===== src/rtl/mem_access_stage.sv =====
// MEM pipeline stage: drives the data-memory request/ready handshake, stalls upstream
// while an access is outstanding, resolves the branch and registers the MEM/WB fields.
module mem_access_stage #(
    parameter int WIDTH          = 32,
    parameter int TIMEOUT_CYCLES = 16
) (
    input  logic             clk,
    input  logic             reset,
    input  logic [WIDTH-1:0] exmem_branch_target,
    input  logic [WIDTH-1:0] exmem_result,
    input  logic [WIDTH-1:0] exmem_wdata,
    input  logic [4:0]       exmem_rd,
    input  logic             exmem_zero,
    input  logic             exmem_branch,
    input  logic             exmem_memread,
    input  logic             exmem_memwrite,
    input  logic             exmem_memtoreg,
    input  logic             exmem_regwrite,
    output logic             dmem_req,
    output logic             dmem_we,
    output logic [WIDTH-1:0] dmem_addr,
    output logic [WIDTH-1:0] dmem_wdata,
    input  logic             dmem_ready,
    input  logic [WIDTH-1:0] dmem_rdata,
    output logic             stall,
    output logic             pc_src,
    output logic [WIDTH-1:0] pc_branch_target,
    output logic [WIDTH-1:0] memwb_read_data,
    output logic [WIDTH-1:0] memwb_alu_result,
    output logic [4:0]       memwb_rd,
    output logic             memwb_memtoreg,
    output logic             memwb_regwrite,
    output logic             mem_fault
);
    localparam int CW = $clog2(TIMEOUT_CYCLES + 1);

    typedef enum logic {
        S_IDLE = 1'b0,
        S_WAIT = 1'b1
    } state_t;

    state_t          r_state;
    state_t          w_state_nxt;
    logic [CW-1:0]   r_cnt;
    logic [CW-1:0]   w_cnt_nxt;
    logic            w_access;
    logic            w_misaligned;
    logic            w_req;
    logic            w_stall;
    logic            w_abort;
    logic            w_complete;
    logic            w_fault;
    logic            r_fault;
    logic [WIDTH-1:0] r_read_data;
    logic [WIDTH-1:0] r_alu_result;
    logic [4:0]      r_rd;
    logic            r_memtoreg;
    logic            r_regwrite;

    assign w_access     = exmem_memread | exmem_memwrite;
    assign w_misaligned = w_access & (exmem_result[1:0] != 2'b00);

    always_comb begin
        w_state_nxt = r_state;
        w_cnt_nxt   = r_cnt;
        w_req       = 1'b0;
        w_stall     = 1'b0;
        w_abort     = 1'b0;
        case (r_state)
            S_IDLE: begin
                if (w_access && !w_misaligned) begin
                    w_req = 1'b1;
                    if (!dmem_ready) begin
                        w_stall     = 1'b1;
                        w_state_nxt = S_WAIT;
                        w_cnt_nxt   = CW'(1);
                    end
                end
            end
            S_WAIT: begin
                if (dmem_ready) begin
                    w_req       = 1'b1;
                    w_state_nxt = S_IDLE;
                    w_cnt_nxt   = '0;
                end else if (r_cnt == CW'(TIMEOUT_CYCLES)) begin
                    w_abort     = 1'b1;
                    w_state_nxt = S_IDLE;
                    w_cnt_nxt   = '0;
                end else begin
                    w_req     = 1'b1;
                    w_stall   = 1'b1;
                    w_cnt_nxt = r_cnt + CW'(1);
                end
            end
            default: begin
                w_state_nxt = S_IDLE;
                w_cnt_nxt   = '0;
            end
        endcase
        // Handshake outputs are quiet for the whole reset, even if EX/MEM still holds an access.
        if (reset) begin
            w_req   = 1'b0;
            w_stall = 1'b0;
            w_abort = 1'b0;
        end
    end

    assign w_complete = w_req & dmem_ready;
    assign w_fault    = w_misaligned | w_abort;

    // All pipeline buffers update on the falling edge.
    always_ff @(negedge clk) begin
        if (reset) begin
            r_state      <= S_IDLE;
            r_cnt        <= '0;
            r_fault      <= 1'b0;
            r_read_data  <= '0;
            r_alu_result <= '0;
            r_rd         <= '0;
            r_memtoreg   <= 1'b0;
            r_regwrite   <= 1'b0;
        end else begin
            r_state <= w_state_nxt;
            r_cnt   <= w_cnt_nxt;
            if (w_fault) begin
                r_fault <= 1'b1;
            end
            if (w_stall) begin
                r_memtoreg <= 1'b0;
                r_regwrite <= 1'b0;
            end else begin
                r_alu_result <= exmem_result;
                r_rd         <= exmem_rd;
                r_memtoreg   <= exmem_memtoreg;
                r_regwrite   <= exmem_regwrite & ~w_fault;
                if (w_complete && exmem_memread) begin
                    r_read_data <= dmem_rdata;
                end
            end
        end
    end

    assign dmem_req         = w_req;
    assign dmem_we          = w_req & exmem_memwrite;
    assign dmem_addr        = exmem_result;
    assign dmem_wdata       = exmem_wdata;
    assign stall            = w_stall;
    assign pc_src           = exmem_branch & exmem_zero;
    assign pc_branch_target = exmem_branch_target;
    assign memwb_read_data  = r_read_data;
    assign memwb_alu_result = r_alu_result;
    assign memwb_rd         = r_rd;
    assign memwb_memtoreg   = r_memtoreg;
    assign memwb_regwrite   = r_regwrite;
    assign mem_fault        = r_fault;
endmodule


===== config.mk =====
export PLATFORM = sky130hd
export DESIGN_NAME = mem_access_stage
export DESIGN_NICKNAME = d
export VERILOG_FILES = /design/src/rtl/mem_access_stage.sv
export SDC_FILE = /design/constraint.sdc
export NUM_CORES = 1
export LEC_CHECK = 0
export ABC_AREA = 1
export CAP_MARGIN = 20
export CELL_PAD_IN_SITES_DETAIL_PLACEMENT = 1
export CELL_PAD_IN_SITES_GLOBAL_PLACEMENT = 1
export CORE_ASPECT_RATIO = 0.9
export CORE_MARGIN = 2
export CORE_UTILIZATION = 23
export CTS_CLUSTER_DIAMETER = 150
export DETAILED_ROUTE_END_ITERATION = 10
export GPL_TIMING_DRIVEN = 0
export PLACE_DENSITY = 0.95
export SETUP_SLACK_MARGIN = 0.02
export SLEW_MARGIN = 20
export SYNTH_ARGS = -nofsm -noshare
export SYNTH_HDL_FRONTEND = slang
export SYNTH_SLANG_ARGS = --single-unit

===== constraint.sdc =====
create_clock -name clk -period 4.15 [get_ports clk]
set_input_delay 0.83 -clock clk [delete_from_list [all_inputs] [get_ports clk]]
set_output_delay 0.83 -clock clk [all_outputs]
set_load 0.02 [all_outputs]

### Word level (Yosys, flattened, before mapping)

Index checks and enable logic that the tools add are counted.

* register bits: 78
* input bits: 142
* output and inout bits: 172
* logic and storage cells: 48

* $add $sub $neg: 1
* equality and inequality tests: 3
* muxes and demuxes: 19
* bitwise gates (word level): 10
* reduce and logical (&&, ||, !) cells: 7

Operator list (number)
* 5-bit two-way mux: 4
* 1-bit two-way mux: 12
* 5-bit case mux with 2 select lines: 1
* 5-bit by 1-bit adder with 5-bit output (second input constant): 1
* 1-bit AND: 5
* 5-bit equality test (second input constant): 1
* 2-bit != test (second input constant): 2
* 1-bit case mux with 2 select lines: 2
* 2-bit AND reduction: 2
* 1-bit NOT: 3
* 1-bit logical AND: 2
* 1-bit bitwise OR: 2
* 2-bit nonzero test: 1
* 2-bit OR reduction: 1
* 1-bit logical NOT: 1

### Longest topological paths before layout

* depth in word-level cells: 10
* gate-level depth with buffers: 11
* gate-level depth less buffers: 10

==> results.py <==
metrics = {
    "run": {
        "cap_violations": 0,
    },
    "floorplanning": {
        "die_h_um": 126,
        "die_w_um": 140,
        "io_pins": 314,
        "coreArea_um2": 16200,
        "rows": 44,
        "dieArea_um2": 17700,
        "initial_core_util_pct": 23.6,
    },
    "route": {
        "wire_per_inst_um": 13.4,
        "drt_pre_antenna_iters": 4,
        "drc_errors": 0,
        "drtAntennaViolNets": 0,
        "dr_total_vias": 4377,
        "drt_wl_total_um": 14600,
        "drt_iter0_markers": 145,
        "viasPerCell": 4.02,
    },
    "clocking": {
        "cts-root-buf": "clkbuf_16",
        "htree_levels": 3,
        "insertion_delay_ns": 0.40,
        "cts.sinks": 78,
        "cts_tree": "yes",
        "cts_buffers": 9,
        "path_clk_slew_ns": 0.04,
        "max-clock-path-buffers": 2,
    },
    "sta": {
        "rsz0062_at_grt": "true",
        "clock_skew_ns": 0.0170,
        "finalMaxSlewViolations": 0,
        "final_hold_viol_count": 0,
        "slew_headroom_pct": 66.5,
        "setup_ws_ns": -0.295,
        "whs_ns": 0.431,
        "setup_viol": 3,
        "tightestPinTransition_ns": 0.503,
    },
    "cells_and_area": {
        "antenna_cells": 0,
        "num-fill-cells": 2020,
        "final_nets": 1021,
        "finalInstanceArea_um2": 7260,
        "drive_above_1_share_pct": 21.4,
        "syn2layout_area_growth_pct": 90.2,
    },
    "setup_path": {
        "cp_max_fo": 2,
        "path_class": "reg -> out",
        "cp.required_ns": 3.32,
        "slowest_stage": "dfxtp_2",
        "reg2reg_depth": 13,
        "r2r_slack_ns": 2.50,
        "cp_num_cells": 9,
        "path_delay_family": "flip-flops",
        "worst-path-buf-inv": 4,
        "cp-start-kind": "register",
        "crit_chain": "inv_2 > ha_4 > nand2_4 > inv_2 > nand2_2 > nand2_4 > a21oi_4 > buf_6 > buf_6",
        "critPathArrivalTime_ns": 3.61,
        "max_stage_delay_ns": 0.33,
        "crit_path_end_kind": "primary output",
    },
    "synth": {
        "synth-edff-count": 0,
        "synth.top_cells.by_area": "dfxtp_1, buf_4, nand2_1",
        "syn_nets": 668,
        "yosysUniqueCellTypes": 25,
        "synth_top_area_share_pct": 40.9,
        "netlist_instances": 524,
        "ys_warn_count": 0,
        "synth.most_common_cell": "nand2_1",
        "yosys.area.top_type": "dfxtp_1",
        "synth-simple-area-share_pct": 29.6,
        "synth_compound_area_share_pct": 1.74,
        "synth_top_family_by_area": "simple AND/OR/NAND/NOR gates",
        "postSynthAreaPerCell_um2": 7.29,
        "synthTopCellsByCount": "nand2_1, buf_4, dfxtp_1",
        "ys_async_sr_fraction_pct": 0,
        "yosysSeqAreaShare_pct": 40.9,
        "ys_ff_latch": 78,
        "synth.area.mux_share_pct": 0,
        "synth_top_flop_cell": "dfxtp_1",
        "synthesis.area_um2": 3820,
        "synthXorXnorAreaFrac_pct": 0.459,
        "synthAdderAreaFrac_pct": 0.655,
    },
    "status": {
        "violations": "setup timing",
        "status": "complete, but fails checks",
    },
    "global_routing": {
        "grt.overflow.total": 0,
        "antenna_found_initial": 1,
        "grt_pass1_wl_um": 22000,
        "grt_use_total_pct": 15.6,
        "use_met2_pct": 29.5,
        "gr-usage-met1_pct": 14.6,
        "grt_pass1_vias": 4676,
        "grt_max_degree": 14,
        "top_usage_layer": "met2",
        "gr-usage-met3_pct": 6.35,
    },
    "placement": {
        "gp_congestion": 0.762,
        "dpl.hpwl_um": 11200,
        "placed_area_um2": 6560,
        "dpl_worst_slack_ns": -0.757,
        "portBuffers": 248,
    },
    "hold_path": {
        "min_path_cells": 2,
        "holdCritPathClass": "reg -> reg",
    },
    "power_and_ir_drop": {
        "p_leak_nw": 4.03,
        "vdd_drop_max_mv": 0.173,
        "p_per_area_nw_per_um2": 332,
    },
}
tightest hold or removal path: stages (launching register included):
cell and delay [ns]:
dfxtp_1 0.31, nand2_1 0.05, nand2_1 0.04
final cells by class:
cell class,count,area (um2),area share (%)
plain buffers,113,868,12.0
clock buffers,9,225,3.10
clock inverters,85,367,5.05
inverters,45,174,2.39
multi-input cells,287,1280,17.7
flip-flops and latches,78,1560,21.5
well taps,207,259,3.57
repair buffers,265,2520,34.7
registers in the layout (all words and copies together) (netlist names):
signal            cells
memwb_alu_result     32
memwb_read_data      32
memwb_rd              5
r_cnt                 5
mem_fault             1
memwb_memtoreg        1
memwb_regwrite        1
r_state               1
per-layer routing:
layer / routed length, um / vias to the layer above / share of wire, %
li1: - / 2151 / -
met4: 248 / 2 / 1.7
met2: 8220 / 148 / 56
met1: 5310 / 2049 / 36
met3: 818 / 27 / 5.6
met5: 16 / - / 0.11
power breakdown:
part           leakage, nW  switching, mW  internal, mW
Combinational         2.82          0.239         0.269
Clock                0.562          0.526         0.567
Sequential           0.641         0.0189         0.791
Total                 4.03          0.784          1.63
cell usage in the layout, fill, tap and decap left out, types with 4 or more instances in the layout:
master,instances
clkdlybuf4s50_1,169
nand2_1,168
buf_4,122
inv_1,118
dfxtp_1,76
dlygate4sd2_1,73
nor2_1,69
nand2_2,22
clkbuf_16,9
inv_2,5
clkinv_4,5
a21oi_1,5
buf_6,4
what timing repair did:
item | in CTS | in global routing
endpoints found under the setup margin | 137 | 66
gates cloned | 0 | 0
gates resized for setup | 110 | 8
hold buffers | 0 | 0
pin swaps | 3 | 1
buffers inserted | 7 | 10
worst paths after layout:
kind	from	endpoint
max	r_cnt[0]	stall
min	memwb_alu_result[1]	memwb_alu_result[1]
max reg2reg	r_cnt[0]	memwb_alu_result[10]
min reg2reg	memwb_alu_result[1]	memwb_alu_result[1]
kinds of logic (layout without fill, tap and decap cells):
family                   count (synthesis)  after routing
buffers and inverters                  159            517
adder cells (fa/ha/maj)                  2              2
XOR/XNOR                                 2              2
AO/OA/AOI/OAI                           10             10
AND/OR/NAND/NOR                        273            273
flip-flops                              78             78
metrics by stage:
stage	std cells	total power [mW]	setup TNS, ns	util (%)
4_1_cts	1079	2.47	-0.801	44.3
6_report	1089	2.41	-0.768	44.9
3_5_place_dp	979	1.46	-33.60	40.5
2_1_floorplan	524	1.18	0	-
5_1_grt	1089	2.60	-1.04	44.9
3_3_place_gp	979	1.44	-30.84	40.5
(Power assumes the default switching activity.)
==> RTL change 1 (config.mk and constraints unchanged) <==
The parameter `TIMEOUT_CYCLES` goes from 16 to 8.
--- a/src/rtl/mem_access_stage.sv
+++ b/src/rtl/mem_access_stage.sv
@@ -3,5 +3,5 @@
 module mem_access_stage #(
     parameter int WIDTH          = 32,
-    parameter int TIMEOUT_CYCLES = 16
+    parameter int TIMEOUT_CYCLES = 8
 ) (
     input  logic             clk,
Function: changed (Yosys sat finds a counterexample within 10 cycles, from zero or initial values and one cycle with reset high).
==> RTL change 1 against the original RTL <==
- the run still ends with negative setup slack left
- area after synthesis rose by 5.4%
- count of clock-buffer cells in the layout unchanged
- sequential power down 1%
- clock power increased by 8%
- design area grew 5.3%
- setup slack worse by 0.077 ns
- wire length up 17%
- sequential cell count fell by 1
- total power is 5.4% higher
- non-clock buffer count rose by 11
- clock skew is 0.012 ns higher
- largest cell class unchanged
- critical path depth did not move
==> RTL change 1: results (changes against the original RTL) <==
- The number of buffers other than clock buffers in the final layout was 389 (was 378).
- Post-placement worst setup slack: -0.6689 ns (was -0.7574 ns)
- Half-perimeter wire length after placement: 12.58 mm (was 11.25 mm)
- The sequential share of the synthesized area came to 38.28% (was 40.89%).
- The final worst slack came to -0.3722 ns (was -0.2949 ns).
- The number of vias per cell after detailed routing was 4.078 (was 4.019).
- Most common library cells after synthesis: nand2_1, inv_1, buf_4 (was nand2_1, buf_4, dfxtp_1).
* Cell Area, Placed: 6872 sq um (was 6560 sq um)
- The number of library cell types mapped by synthesis was 23 (was 25).
- The fraction of cell area in non-clock buffers is 45.32% (was 46.68%).
- The average wire length per cell after detail routing is 14.45 microns (was 13.42 microns).
* Clock-cell share: 8.134% (was 8.148%)
* Run status: complete, but fails checks (unchanged)
* Leakage component of the power: 4.246 nW (was 4.028 nW)
- Violations in the final reports: negative setup slack (unchanged).
* First-pass GRT wire length: 25.06 mm (was 21.97 mm)
- Net switching power: 0.8812 mW (was 0.7836 mW)
* Rel. slew slack: 66.62% (was 66.49%)
- Setup bufs post-CTS: 11 (was 7)
- The worst clock skew on the final layout came to 0.02900 ns (was 0.01698 ns).
* Instance count of the mapped netlist: 588 (was 524)
- Footprint of the multi-input gates: 1308 sq um (was 1284 sq um)
* Fraction of final layout cells with drive strength greater than 1: 19.47% (was 21.43%)
- Total Negative Setup Slacks: -0.9721 ns (was -0.7684 ns)
- Seq/total area: 20.21% (was 21.53%)
* Depth of the most critical reg-to-reg path: 11 (was 13)
- Reg-to-reg critical path endpoint: memwb_read_data[9] (was memwb_alu_result[10])
- The switching portion of total power came to 34.66% (was 32.50%).
- Vias: 4832 (was 4377)
- Number of antenna violations at the first check in global routing: 0 (was 1)
* Cells resized by post-CTS repair: 113 (was 110)
- The worst supply voltage drop on vdd is 0.0002333 V (was 0.0001726 V).
- The total power density per cell area came to 332.6 nW/um^2 (was 332.0 nW/um^2).
- CTS Sinks: 77 (was 78)
- The total nets after synthesis was 732 (was 668).
- Setup-violating endpoint count in the final report: 3 (unchanged)
- Register-to-register path setup slack: 2.48 ns (was 2.50 ns)
- Routability Congestion: 0.7606 (was 0.7616)
- Count of multi-input gates: 282 (was 287)
* Endpoint of the worst hold path: memwb_alu_result[22] (was memwb_alu_result[1])
- Clock latency reported for the late side of the worst-skew pair: 0.42 ns (was 0.40 ns)
- The signed area change from the synthesized netlist to the final layout was 89.87% (was 90.20%).
- Post-layout nets: 1089 (was 1021)
* Fill count: 2123 (was 2020)
* Min-delay src: memwb_alu_result[22] (was memwb_alu_result[1])
[RTL change 1: changes by cell type in the layout (fill, tap and decap cells not counted), moves of 3 or more]
cell,before,now
buf_2,2,7
buf_6,4,7
clkbuf_2,0,4
clkinv_4,5,0
inv_1,118,178
inv_8,0,4
nand2_1,168,182
nand2_2,22,3
nand3_2,3,0
nand4_1,0,33
nor2_1,69,37
o21ai_0,2,6
[RTL change 1: kinds of logic (layout without fill, tap and decap cells)]
logic type / Yosys count / in the layout / synth area share (%)
XOR/XNOR: 1 / 1 / 0.2176
AO/OA/AOI/OAI: 14 / 14 / 2.238
AND/OR/NAND/NOR: 265 / 265 / 27.41
buffers and inverters: 229 / 591 / 31.23
adder cells (fa/ha/maj): 2 / 2 / 0.6214
flip-flops: 77 / 77 / 38.28
[RTL change 1: metal layers]
layer | GRT usage [%] | share of wire [%]
met1 | 15.37 | 35
met2 | 33.42 | 55
met3 | 7.428 | 8.0
met4 | 7.958 | 1.9
met5 | 0 | 0
==> RTL change 2 (same settings) <==
Made on the original files. Make the reset (`reset`) asynchronous in one clocked block.
--- a/src/rtl/mem_access_stage.sv
+++ b/src/rtl/mem_access_stage.sv
@@ -110,5 +110,5 @@
 
     // All pipeline buffers update on the falling edge.
-    always_ff @(negedge clk) begin
+    always_ff @(negedge clk or posedge reset) begin
         if (reset) begin
             r_state      <= S_IDLE;
Behaviour: differs if reset is asserted again (counterexample within 4 cycles, from zero or initial values and one cycle with reset high); with reset held inactive, the same outputs for 10 cycles.
==> RTL change 2 against the original RTL <==
- the flow still finishes with violations (negative setup slack)
- setup slack lost 0.075 ns
- sequential share of layout area grew 5.1 points
- largest cell class unchanged
- critical path type unchanged
- sequential cell count is the same
- global-route usage grew 0.92 points
- via count shrank 4.3%
- first-iteration DRC count shrank 46%
- design area grew 0.93%
- total power grew 10%
- area after synthesis grew 4.1%
- wire length grew 7.1%
- hold slack lost 0.013 ns
==> RTL change 2: results (changes against the original RTL) <==
* Routed via count divided by cell count: 4.334 (was 4.019)
- The cell at the slowest stage of the critical path was dfrtn_1 (was dfxtp_2).
- Violations in the final reports: negative setup slack (unchanged)
* Reg-to-reg critical path endpoint: memwb_alu_result[11] (was memwb_alu_result[10])
* Destination of the critical timing path: dmem_req (was stall)
- Buffers added on ports: 249 (was 248)
- Clock edge transition at the registers on the reported setup and hold paths: 0.05 ns
- The delay contributed by the slowest stage of the critical path was 0.43 ns (was 0.33 ns).
* Maximum fanout along the worst path: 3 (was 2)
- The area of placed instances was 6765 sq um (was 6560 sq um).
* Most common library cells after synthesis: nand2_1, buf_4, dfrtn_1, nand3_1, inv_1 (was nand2_1, buf_4, dfxtp_1)
- Number of distinct library cells after synthesis: 21 (was 25)
* Most area-consuming cells after synthesis: dfrtn_1, buf_4, nand2_1 (was dfxtp_1, buf_4, nand2_1)
- Worst-case vdd ir drop: 0.0001808 V (was 0.0001726 V)
- First-pass GRT wire length: 23.29 mm (was 21.97 mm)
- The total nets after synthesis came to 604 (was 668).
* Number of antenna violations at the first check in global routing: 0 (was 1)
* Setup slack of the critical path after layout: -0.3704 ns (was -0.2949 ns)
* Worst Skew: 0.005888 ns (was 0.01698 ns)
- The number of nets in the finished design came to 894 (was 1021).
- Critical register-to-register path startpoint: r_cnt[0] (unchanged)
- Transition time at the pin with the least slew margin: 0.7006 ns (was 0.5026 ns)
- The via count of the first global-routing pass came to 4507 (was 4676).
- The routability-driven placement congestion ratio is 0.7263 (was 0.7616).
- Share of the yosys chip area belonging to registers: 49.10% (was 40.89%)
* Pin count of the biggest net entering global routing: 88 (was 14)
- The dominant register cell in the synthesized netlist is dfrtn_1 (was dfxtp_1).
- The pre-CTS setup slack was -0.8225 ns (was -0.7574 ns).
- The minimum setup slack among reg-to-reg paths came to 2.22 ns (was 2.50 ns).
- Run status: complete, but fails checks (unchanged)
- Final routed wirelength across all metal layers: 15.65 mm (was 14.61 mm)
* Setup-violating endpoint count in the final report: 3 (unchanged)
- DRC marker count from the first detailed-route iteration: 79 (was 145)
* Half-perimeter wire length after placement: 11.46 mm (was 11.25 mm)
* Depth of the most critical reg-to-reg path: 14 (was 13)
- Fraction of final layout cells with drive strength greater than 1: 26.23% (was 21.43%)
- The source-to-sink clock delay at the later pin of the worst-skew pair is 0.34 ns (was 0.40 ns).
* Fraction of registers with async set/reset: 100.0% (was 0%)
-- RTL change 2: report_power, final --
part / switching, mW / total (mW) / internal (mW)
logic: 0.473 / 0.887 / 0.414
clock network: 0.334 / 0.814 / 0.480
registers: 0.0648 / 0.954 / 0.889
-- RTL change 2: per-layer routing --
metal  part of all wire [%]  GRT usage, %  wire length (microns)  vias up
li1                       -             -                      -     1941
met1                     35         16.64                   5534     2008
met2                     54         31.62                   8424      211
met3                    8.9         5.992                   1397       27
met4                    1.9         5.242                    297        0
met5                      0             0                      0        -
-- RTL change 2: what timing repair did --
item | in CTS | in global routing
setup buffers | 20 | 11
gates resized for setup | 122 | 31
pin swaps | 6 | 6
cloned | 1 | 0
endpoints found under the setup margin | 139 | 20
-- RTL change 2: critical path, delay by kind of cell (launching register included) --
kind / cells / cell delay, ns
buf+inv: 4 / 0.34
simple gates: 4 / 0.34
flops: 1 / 0.43
fa+ha+maj: 1 / 0.16
-- RTL change 2: layout make-up --
| class | count | area (sq um) |
|---|---|---|
| plain buffers | 116 | 868.3 |
| clock buffers | 10 | 239.0 |
| clock inverters | 6 | 61.31 |
| fillers | 1953 | 9560 |
| inverters | 13 | 57.56 |
| multi-input cells | 252 | 1231 |
| flip-flops and latches | 78 | 1952 |
| well taps | 211 | 264.0 |
| repair buffers | 280 | 2658 |
-- RTL change 2: how the worst min path moves through the flow --
stage | from | end | slack (ns) | cells after the start
after floorplan | r_cnt[0] | r_cnt[0] | 0.42 | 1
after global placement | mem_fault | mem_fault | 0.42 | 1
after detailed placement | memwb_read_data[12] | memwb_read_data[12] | 0.43 | 2
after CTS | memwb_read_data[12] | memwb_read_data[12] | 0.42 | 2
after global routing | memwb_read_data[12] | memwb_read_data[12] | 0.44 | 2
final | memwb_read_data[22] | memwb_read_data[22] | 0.42 | 2
-- RTL change 2: stage by stage --
| stage | total power [mW] | util, % | instances | setup TNS [ns] |
|---|---|---|---|---|
| 2_1_floorplan | 1.403 | - | 460 | -0.002766 |
| 3_3_place_gp | 1.851 | 40.01 | 920 | -73.62 |
| 3_5_place_dp | 1.889 | 40.05 | 920 | -37.76 |
| 4_1_cts | 2.676 | 42.79 | 957 | -1.237 |
| 5_1_grt | 2.796 | 43.40 | 966 | -1.182 |
| 6_report | 2.656 | 43.40 | 966 | -0.9644 |
-- RTL change 2: logic make-up after synthesis --
group,share of synthesized area [%]
simple gates,26.13
buf+inv,22.85
flops,49.10
compound gates,0.6294
xor+xnor,0.6611
fa+ha+maj,0.6294
